**src/rtl/pc_fetch_unit_if.sv**
```systemverilog
// Fetch-stage bus: instruction-memory handshake, IF/ID delivery and pipeline control.
// The master side belongs to pc_fetch_unit; the slave side is memory plus downstream.
interface pc_fetch_unit_if #(
    parameter int unsigned ADDR_W = 32,
    parameter int unsigned DATA_W = 32
);
    logic              stall_i;
    logic              redirect_i;
    logic [ADDR_W-1:0] redirect_pc_i;
    logic              imem_req_o;
    logic [ADDR_W-1:0] imem_addr_o;
    logic              imem_ack_i;
    logic [DATA_W-1:0] imem_rdata_i;
    logic [DATA_W-1:0] inst_o;
    logic [ADDR_W-1:0] pc_addr_o;
    logic              valid_o;

    modport master (
        input  stall_i, redirect_i, redirect_pc_i, imem_ack_i, imem_rdata_i,
        output imem_req_o, imem_addr_o, inst_o, pc_addr_o, valid_o
    );

    modport slave (
        output stall_i, redirect_i, redirect_pc_i, imem_ack_i, imem_rdata_i,
        input  imem_req_o, imem_addr_o, inst_o, pc_addr_o, valid_o
    );
endinterface

```
**src/rtl/pc_fetch_unit.sv**
```systemverilog
// PC owner and instruction-fetch stage feeding IF/ID: one fetch outstanding,
// a one-entry hold buffer for stalls, and squash/redirect on jumps and branches.
module pc_fetch_unit #(
    parameter int unsigned        ADDR_W   = 32,
    parameter int unsigned        DATA_W   = 32,
    parameter logic [ADDR_W-1:0]  RESET_PC = 32'h0000_0000,
    parameter logic [DATA_W-1:0]  NOP_INST = 32'h0000_0000
) (
    input  logic             clk,
    input  logic             rst,
    pc_fetch_unit_if.master  bus
);

    typedef enum logic [1:0] {
        S_IDLE = 2'd0,
        S_REQ  = 2'd1,
        S_HOLD = 2'd2,
        S_KILL = 2'd3
    } state_t;

    state_t            r_state;
    logic [ADDR_W-1:0] r_pc;
    logic [ADDR_W-1:0] r_req_addr;
    logic              r_req;
    logic [DATA_W-1:0] r_inst;
    logic [ADDR_W-1:0] r_pc_addr;
    logic              r_valid;
    logic [DATA_W-1:0] r_buf_inst;
    logic [ADDR_W-1:0] r_buf_pc;

    logic [ADDR_W-1:0] w_target;
    logic [ADDR_W-1:0] w_seq_addr;

    assign w_target   = bus.redirect_pc_i & ~ADDR_W'(3);
    assign w_seq_addr = r_req_addr + ADDR_W'(4);

    always_ff @(posedge clk or posedge rst) begin
        if (rst) begin
            r_state    <= S_IDLE;
            r_pc       <= RESET_PC;
            r_req_addr <= '0;
            r_req      <= 1'b0;
            r_inst     <= NOP_INST;
            r_pc_addr  <= '0;
            r_valid    <= 1'b0;
            r_buf_inst <= '0;
            r_buf_pc   <= '0;
        end else begin
            // Bubble by default when downstream can take it, and always on redirect;
            // deliveries below override this.
            if (!bus.stall_i || bus.redirect_i) begin
                r_inst    <= NOP_INST;
                r_pc_addr <= '0;
                r_valid   <= 1'b0;
            end

            case (r_state)
                S_IDLE: begin
                    r_state    <= S_REQ;
                    r_req      <= 1'b1;
                    r_req_addr <= bus.redirect_i ? w_target : r_pc;
                    if (bus.redirect_i) begin
                        r_pc <= w_target;
                    end
                end

                S_REQ: begin
                    if (bus.redirect_i) begin
                        r_pc <= w_target;
                        if (bus.imem_ack_i) begin
                            r_req_addr <= w_target;
                        end else begin
                            // Request stays up with its old address until the squashed ack.
                            r_state <= S_KILL;
                        end
                    end else if (bus.imem_ack_i) begin
                        r_pc <= w_seq_addr;
                        if (!bus.stall_i) begin
                            r_inst     <= bus.imem_rdata_i;
                            r_pc_addr  <= r_req_addr;
                            r_valid    <= 1'b1;
                            r_req_addr <= w_seq_addr;
                        end else begin
                            r_buf_inst <= bus.imem_rdata_i;
                            r_buf_pc   <= r_req_addr;
                            r_req      <= 1'b0;
                            r_state    <= S_HOLD;
                        end
                    end
                end

                S_HOLD: begin
                    if (bus.redirect_i) begin
                        r_pc       <= w_target;
                        r_req_addr <= w_target;
                        r_req      <= 1'b1;
                        r_state    <= S_REQ;
                    end else if (!bus.stall_i) begin
                        r_inst     <= r_buf_inst;
                        r_pc_addr  <= r_buf_pc;
                        r_valid    <= 1'b1;
                        r_req_addr <= r_pc;
                        r_req      <= 1'b1;
                        r_state    <= S_REQ;
                    end
                end

                S_KILL: begin
                    if (bus.redirect_i) begin
                        r_pc <= w_target;
                    end
                    if (bus.imem_ack_i) begin
                        r_req_addr <= bus.redirect_i ? w_target : r_pc;
                        r_state    <= S_REQ;
                    end
                end

                default: begin
                    r_state <= S_IDLE;
                    r_req   <= 1'b0;
                end
            endcase
        end
    end

    assign bus.imem_req_o  = r_req;
    assign bus.imem_addr_o = r_req_addr;
    assign bus.inst_o      = r_inst;
    assign bus.pc_addr_o   = r_pc_addr;
    assign bus.valid_o     = r_valid;

endmodule

```
**src/flat_wrapper.sv**
```systemverilog
// flat-port wrapper written by rule: the top's interface ports become plain ports
module pc_fetch_unit_flat 
#(
    parameter int unsigned        ADDR_W   = 32,
    parameter int unsigned        DATA_W   = 32,
    parameter logic [ADDR_W-1:0]  RESET_PC = 32'h0000_0000,
    parameter logic [DATA_W-1:0]  NOP_INST = 32'h0000_0000
)
  (clk, rst, bus_stall_i, bus_redirect_i, bus_redirect_pc_i, bus_imem_ack_i, bus_imem_rdata_i, bus_imem_req_o, bus_imem_addr_o, bus_inst_o, bus_pc_addr_o, bus_valid_o);
  pc_fetch_unit_if #(.ADDR_W(ADDR_W), .DATA_W(DATA_W)) bus_i ();
  input  logic clk;
  input  logic rst;
  input wire logic [$bits(bus_i.stall_i)-1:0] bus_stall_i;
  input wire logic [$bits(bus_i.redirect_i)-1:0] bus_redirect_i;
  input wire logic [$bits(bus_i.redirect_pc_i)-1:0] bus_redirect_pc_i;
  input wire logic [$bits(bus_i.imem_ack_i)-1:0] bus_imem_ack_i;
  input wire logic [$bits(bus_i.imem_rdata_i)-1:0] bus_imem_rdata_i;
  output wire logic [$bits(bus_i.imem_req_o)-1:0] bus_imem_req_o;
  output wire logic [$bits(bus_i.imem_addr_o)-1:0] bus_imem_addr_o;
  output wire logic [$bits(bus_i.inst_o)-1:0] bus_inst_o;
  output wire logic [$bits(bus_i.pc_addr_o)-1:0] bus_pc_addr_o;
  output wire logic [$bits(bus_i.valid_o)-1:0] bus_valid_o;
  assign bus_i.stall_i = bus_stall_i;
  assign bus_i.redirect_i = bus_redirect_i;
  assign bus_i.redirect_pc_i = bus_redirect_pc_i;
  assign bus_i.imem_ack_i = bus_imem_ack_i;
  assign bus_i.imem_rdata_i = bus_imem_rdata_i;
  assign bus_imem_req_o = bus_i.imem_req_o;
  assign bus_imem_addr_o = bus_i.imem_addr_o;
  assign bus_inst_o = bus_i.inst_o;
  assign bus_pc_addr_o = bus_i.pc_addr_o;
  assign bus_valid_o = bus_i.valid_o;
  pc_fetch_unit #(.ADDR_W(ADDR_W), .DATA_W(DATA_W), .RESET_PC(RESET_PC), .NOP_INST(NOP_INST)) u_core (.clk(clk), .rst(rst), .bus(bus_i));
endmodule
```
**config.mk**
```make
export PLATFORM = sky130hd
export DESIGN_NAME = pc_fetch_unit_flat
export DESIGN_NICKNAME = d
export VERILOG_FILES = /design/src/rtl/pc_fetch_unit_if.sv /design/src/rtl/pc_fetch_unit.sv /design/src/flat_wrapper.sv
export SDC_FILE = /design/constraint.sdc
export NUM_CORES = 1
export LEC_CHECK = 0
export ABC_AREA = 1
export CORE_MARGIN = 5
export CORE_UTILIZATION = 45
export CTS_CLUSTER_DIAMETER = 60
export CTS_CLUSTER_SIZE = 28
export DETAILED_ROUTE_END_ITERATION = 8
export GPL_TIMING_DRIVEN = 0
export PLACE_DENSITY = 0.71
export SYNTH_ARGS = -nofsm -noshare
export SYNTH_HDL_FRONTEND = slang
export SYNTH_SLANG_ARGS = --single-unit
```
**constraint.sdc**
```tcl
create_clock -name clk -period 6.65 [get_ports clk]
set_clock_uncertainty 0.05 [all_clocks]
set_input_delay 1.33 -clock clk [delete_from_list [all_inputs] [get_ports clk]]
set_output_delay 1.33 -clock clk [all_outputs]
set_load 0.02 [all_outputs]
```
### Word level (Yosys, flattened, before mapping)

Index checks and enable logic that the tools add are counted.

| storage, ports and cells | value |
|---|---|
| bits in writable memories | 0 |
| memory bits (read-only) | 0 |
| memories | 0 |
| word-level logic and storage cells | 78 |
| latch bits | 0 |
| output and inout bits | 98 |
| register bits after elaboration | 196 |
| input bits | 69 |

| operators by class | value |
|---|---|
| reductions and logical operators | 9 |
| div/mod/pow operators | 0 |
| order comparisons | 0 |
| shifts and indexed selects | 0 |
| bitwise gates (word level) | 1 |
| $mul | 0 |
| add/subtract/negate cells | 1 |
| mux-type cells | 46 |
| equal/unequal tests | 12 |

Operator list:

| operator | number |
|---|---|
| 32-bit 2-to-1 mux | 22 |
| 32-bit case mux with 2 select lines | 3 |
| 32-bit case mux with 4 select lines | 1 |
| 32-bit by 3-bit adder with 32-bit output (second input constant) | 1 |
| 3-bit != test (second input constant) | 5 |
| 2-bit 2-to-1 mux | 7 |
| 1-bit 2-to-1 mux | 10 |
| 5-bit AND reduction | 2 |
| 2-bit != test (second input constant) | 4 |
| 2-bit case mux with 4 select lines | 1 |
| 4-bit AND reduction | 2 |
| 2-bit == test (second input constant) | 2 |
| 1-bit case mux with 3 select lines | 1 |
| 3-bit nonzero test | 1 |
| 3-bit OR reduction | 1 |
| 2-bit by 1-bit == test with 1-bit output (second input constant) | 1 |
| 2-bit logical NOT | 1 |
| 1-bit case mux with 2 select lines | 1 |
| 1-bit logical NOT | 1 |
| 1-bit logical OR | 1 |
| 1-bit inverter | 1 |

### Longest topological paths before layout

Gate-level depths: netlist (run 1).

| logic depth | value |
|---|---|
| depth in word-level cells | 7 |
| mapped depth | 12 |

### Worst setup path after synthesis (run 1)

No wires, ideal clock.

| timing path | value |
|---|---|
| path kind | input port to flip-flop |
| start point | input port bus_redirect_i |
| end point | register u_core.r_buf_inst[10] |
| path buffers | 3 |
| setup slack | 4.275 ns |
| stages | 8 |
| arrival | 2.195 ns |
| setup time | 0.130 ns |
| path through | buf_4 -> inv_4 -> nand2_2 -> inv_2 -> nand3_1 -> buf_4 -> clkbuf_1 -> o21ai_1 |

| on the way | value |
|---|---|
| longest elaborated chain between the ends | 2 |

RTL lines:

| what | RTL line | source |
|---|---|---|
| start: declaration | flat_wrapper.sv:14 | `input wire logic [$bits(bus_i.redirect_i)-1:0] bus_redirect_i;` |
| 1-bit inverter (no line) | n/a |  |
| 4-bit AND reduction (no line) | n/a |  |
| end signal: assignment | pc_fetch_unit.sv:84 | `r_buf_inst <= bus.imem_rdata_i;` |
| end: declaration | pc_fetch_unit.sv:28 | `logic [DATA_W-1:0] r_buf_inst;` |

No other way between the ends.
A chain may end at the register's enable or synchronous reset.

### Worst setup path in the final report (run 1)

| timing path | value |
|---|---|
| start point | register u_core.r_req_addr[17] (netlist: u_core.bus.imem_addr_o[17]) |
| end point | output port bus_imem_addr_o[17] |

RTL lines:

| what | RTL line | source |
|---|---|---|
| start: declaration | pc_fetch_unit.sv:23 | `logic [ADDR_W-1:0] r_req_addr;` |
| start signal: assignment | pc_fetch_unit.sv:61 | `r_req_addr <= bus.redirect_i ? w_target : r_pc;` |
| start signal: assignment | pc_fetch_unit.sv:71 | `r_req_addr <= w_target;` |
| start signal: assignment | pc_fetch_unit.sv:82 | `r_req_addr <= w_seq_addr;` |
| end: declaration | flat_wrapper.sv:19 | `output wire logic [$bits(bus_i.imem_addr_o)-1:0] bus_imem_addr_o;` |

No word-level cell between the ends.

==> results of run 1 <==
## worst paths after layout
path,slack (ns),end,cells after the start
worst max-delay path,3.68,bus_imem_addr_o[17],1
worst min-delay path,0.43,u_core.r_pc[31],2
worst max register to register,4.42,u_core.bus.inst_o[28],7
worst min register to register,0.43,u_core.r_pc[31],2
max in group asynchronous,4.62,u_core.r_pc[15],4
min in group asynchronous,1.14,u_core.bus.pc_addr_o[1],2
## state kept, by name, summed over array words and instances, names as in the netlist
signal                  flops
u_core.r_state              2
u_core.bus.pc_addr_o       32
u_core.bus.imem_req_o       1
u_core.bus.imem_addr_o     32
u_core.bus.valid_o          1
u_core.r_buf_inst          32
u_core.bus.inst_o          32
u_core.r_pc                32
u_core.r_buf_pc            32
## synth_stat cells (2+ instances only)
cell / count
a21oi_1: 3
a22oi_1: 25
a31oi_1: 20
and2_1: 3
buf_1: 4
buf_2: 27
buf_4: 5
clkbuf_1: 31
dfrtp_1: 196
ha_1: 4
inv_1: 152
inv_2: 3
nand2_1: 362
nand2_2: 6
nand3_1: 88
nor2_1: 53
nor2_2: 8
nor2_4: 5
o211ai_1: 5
o21ai_0: 198
o21ai_1: 30
o221ai_1: 2
o22ai_1: 2
## kinds of logic after synthesis
kind of cell	Yosys count	share of synthesized area, %
AOI/OAI and AO/OA	287	16.3
xor gates and xnor gates	1	0.0912
adders and majority gates	4	0.521
DFF	196	51.1
and+or+nand+nor	527	22.6
buffers and inverters	225	9.38
## cell usage in the layout (no fill, tap or decap), types with 6 or more instances in the layout
cell type | netlist | routed
o21ai_1 | 30 | 30
dfrtp_1 | 196 | 196
a31oi_1 | 20 | 20
o21ai_0 | 198 | 198
buf_2 | 27 | 27
a22oi_1 | 25 | 25
nor2_2 | 8 | 8
nand2_2 | 6 | 6
nand2_1 | 362 | 362
inv_1 | 152 | 151
clkbuf_16 | 0 | 17
nor2_1 | 53 | 53
clkbuf_1 | 31 | 32
nand3_1 | 88 | 88
clkdlybuf4s50_1 | 0 | 163
## area by class of cell
type / instances / area [sq um]
fillers: 1900 / 8760
inverters: 157 / 596
repair buffers: 168 / 1730
clock buffers: 20 / 457
clock inverters: 10 / 125
plain buffers: 68 / 309
well taps: 275 / 344
multi-input cells: 819 / 3800
flip-flops and latches: 196 / 4900
## layer usage
| layer | share of wire (%) | vias up | wire length, um | global-route usage (%) |
|---|---|---|---|---|
| li1 | - | 4368 | - | - |
| met1 | 46 | 4128 | 12300 | 32.2 |
| met2 | 46 | 298 | 12300 | 35.0 |
| met3 | 6.2 | 41 | 1650 | 4.11 |
| met4 | 2.1 | 0 | 553 | 6.63 |
| met5 | 0 | - | 0 | 0 |
## power breakdown
group          internal [mW]  switching [mW]
combinational          0.681            1.23
clock                  0.575           0.456
sequential              1.60           0.326
==> flow_summary_export.csv, run 1 <==
group,metric,value,unit
detailed_routing,drcViolationCount,0,
floorplan,die_h,156,um
layout,fin_util,58.3,%
critical_path,cp.required,5.27,ns
clocking,cts_root_buf,"clkbuf_16",
synthesis,synth-seq-area-share,51.1,%
critical_path,cp_cell_sequence,"clkdlybuf4s50_1",
synthesis,synth_top_area_cell,"dfrtp_1",
floorplan,ios,167,
pwr,total_power,4.87,mW
clocking,clk_latency,0.43,ns
clocking,cts_max_path_buffers,2,
synthesis,syn_area,9600,sq um
critical_path,cp.buffers_inverters,1,
critical_path,end_kind,"output port",
clocking,numCtsBuffers,17,
timing,fin_tns_setup,0,ns
clocking,cts_sinks,196,
layout,area_delta_synth_final,27.7,%
detailed_routing,drtPass1Iterations,5,
flow_run,drv_cap,0,
detailed_routing,routed_via_density,5.16,
synthesis,synthArstFlopShare,100,%
floorplan,die_w,156,um
critical_path,r2r_start,"u_core.r_state[0]",
pwr,power_density,397,nW/um^2
layout,drive_above_1_share,6.40,%
layout,diodes,0,
clocking,cts_resized,0,
synthesis,synth_ff_type,"dfrtp_1",
critical_path,critPathLaunch,"u_core.bus.imem_addr_o[17]",
synthesis,ys.warnings.count,0,
critical_path,critPathTopFamily,"buffers and inverters",
global_route,grtUsageTotal,22.5,%
layout,final_cell_area,12300,sq um
synthesis,netlist_instances,1240,
timing,worst_slack,3.68,ns
synthesis,avgSynthCellArea,7.74,sq um
timing,max-slew-margin-rel,37.1,%
timing,fmax,337,MHz
synthesis,synth_edf_count,0,
critical_path,cp_slowest_stage_delay,0.66,ns
global_route,grt_pass1_vias,8803,
worst_hold_path,hp-start,"u_core.r_pc[31]",
global_route,grt_antenna_before_repair,0,
clocking,cts_setup_buffers,0,
placed_design,gp_congestion,0.853,
clocking,cts.clk_slew.worst_paths,0.07,ns
synthesis,synth_seq_cells,196,
synthesis,synth_cell_types,31,
detailed_routing,wl,26800,um
timing,finalHoldViolCount,0,
placed_design,dp.cells,1683,
floorplan,die-area,24400,sq um
clocking,cts_tree,"built",
timing,whs,0.433,ns
critical_path,worstPathArrival,1.59,ns
layout,finish.net_count,1500,
worst_hold_path,hp-class,"reg -> reg",
synthesis,syn_nets,1313,
pwr,p_leak,5.43,nW
clocking,cts_hold_buf,0,
timing,fin_crit_sh,44.6,%
detailed_routing,post_drt_wl_per_cell,15.6,um
floorplan,num_rows,53,
timing,report.final.slew_viol_count,0,
timing,tightest_slew,0.940,ns
placed_design,pre_cts_slack,3.36,ns
critical_path,cp_max_fo,6,
detailed_routing,ant_nets,0,
outcome,status,"finished clean",
detailed_routing,drt_iter0_drc,741,
critical_path,crit_type,"reg -> out",
placed_design,dpl.hpwl,19900,um
floorplan,fp.coreArea,21000,sq um
pwr,peakVddDrop,0.212,mV
global_route,grt-ovfl-total,0,
layout,final_cells,1713,
clocking,htreeDepth,4,
global_route,grt_start_max_net_pins,43,
detailed_routing,vias,8835,
synthesis,yosys.area.top_type_share,51.1,%
timing,setup_viol,0,
critical_path,crit_path_start_kind,"flip-flop",
synthesis,yosys-top-cells-area,"dfrtp_1 51%, nand2_1 14%, o21ai_0 10%",
timing,final.min_clock_period,2.97,ns
critical_path,crit_slowest_cell,"clkdlybuf4s50_1",
global_route,grt_first_pass_wirelength,44400,um
placed_design,numPortBuffers,163,
placed_design,placed_cell_area,11700,sq um
floorplan,initial_utilization,45.7,%
timing,rsz0062_at_grt,"no",
(Power assumes the default switching activity.)
==> run 2, diff against run 1 <==
==> constraint.sdc (replaced) <==
create_clock -name clk -period 2.67 [get_ports clk]
set_clock_uncertainty 0.05 [all_clocks]
set_input_delay 0.534 -clock clk [delete_from_list [all_inputs] [get_ports clk]]
set_output_delay 0.534 -clock clk [all_outputs]
set_load 0.02 [all_outputs]
==> results of run 2 <==
Same layout as run 1 (identical final DEF). Status: finished clean.
Among the figures that moved: setup slack after placement 3.36 ns -> 0.173 ns; setup slack after layout 3.68 ns -> 0.445 ns; hold slack 0.433 ns -> 0.347 ns; start point of the critical path u_core.bus.imem_addr_o[17] -> u_core.r_state[0]; end point of the critical path bus_imem_addr_o[17] -> u_core.bus.inst_o[28]; register-to-register setup slack 4.42 ns -> 0.44 ns; total power 4.87 mW -> 12.1 mW; worst IR drop on VDD 0.212 mV -> 0.527 mV
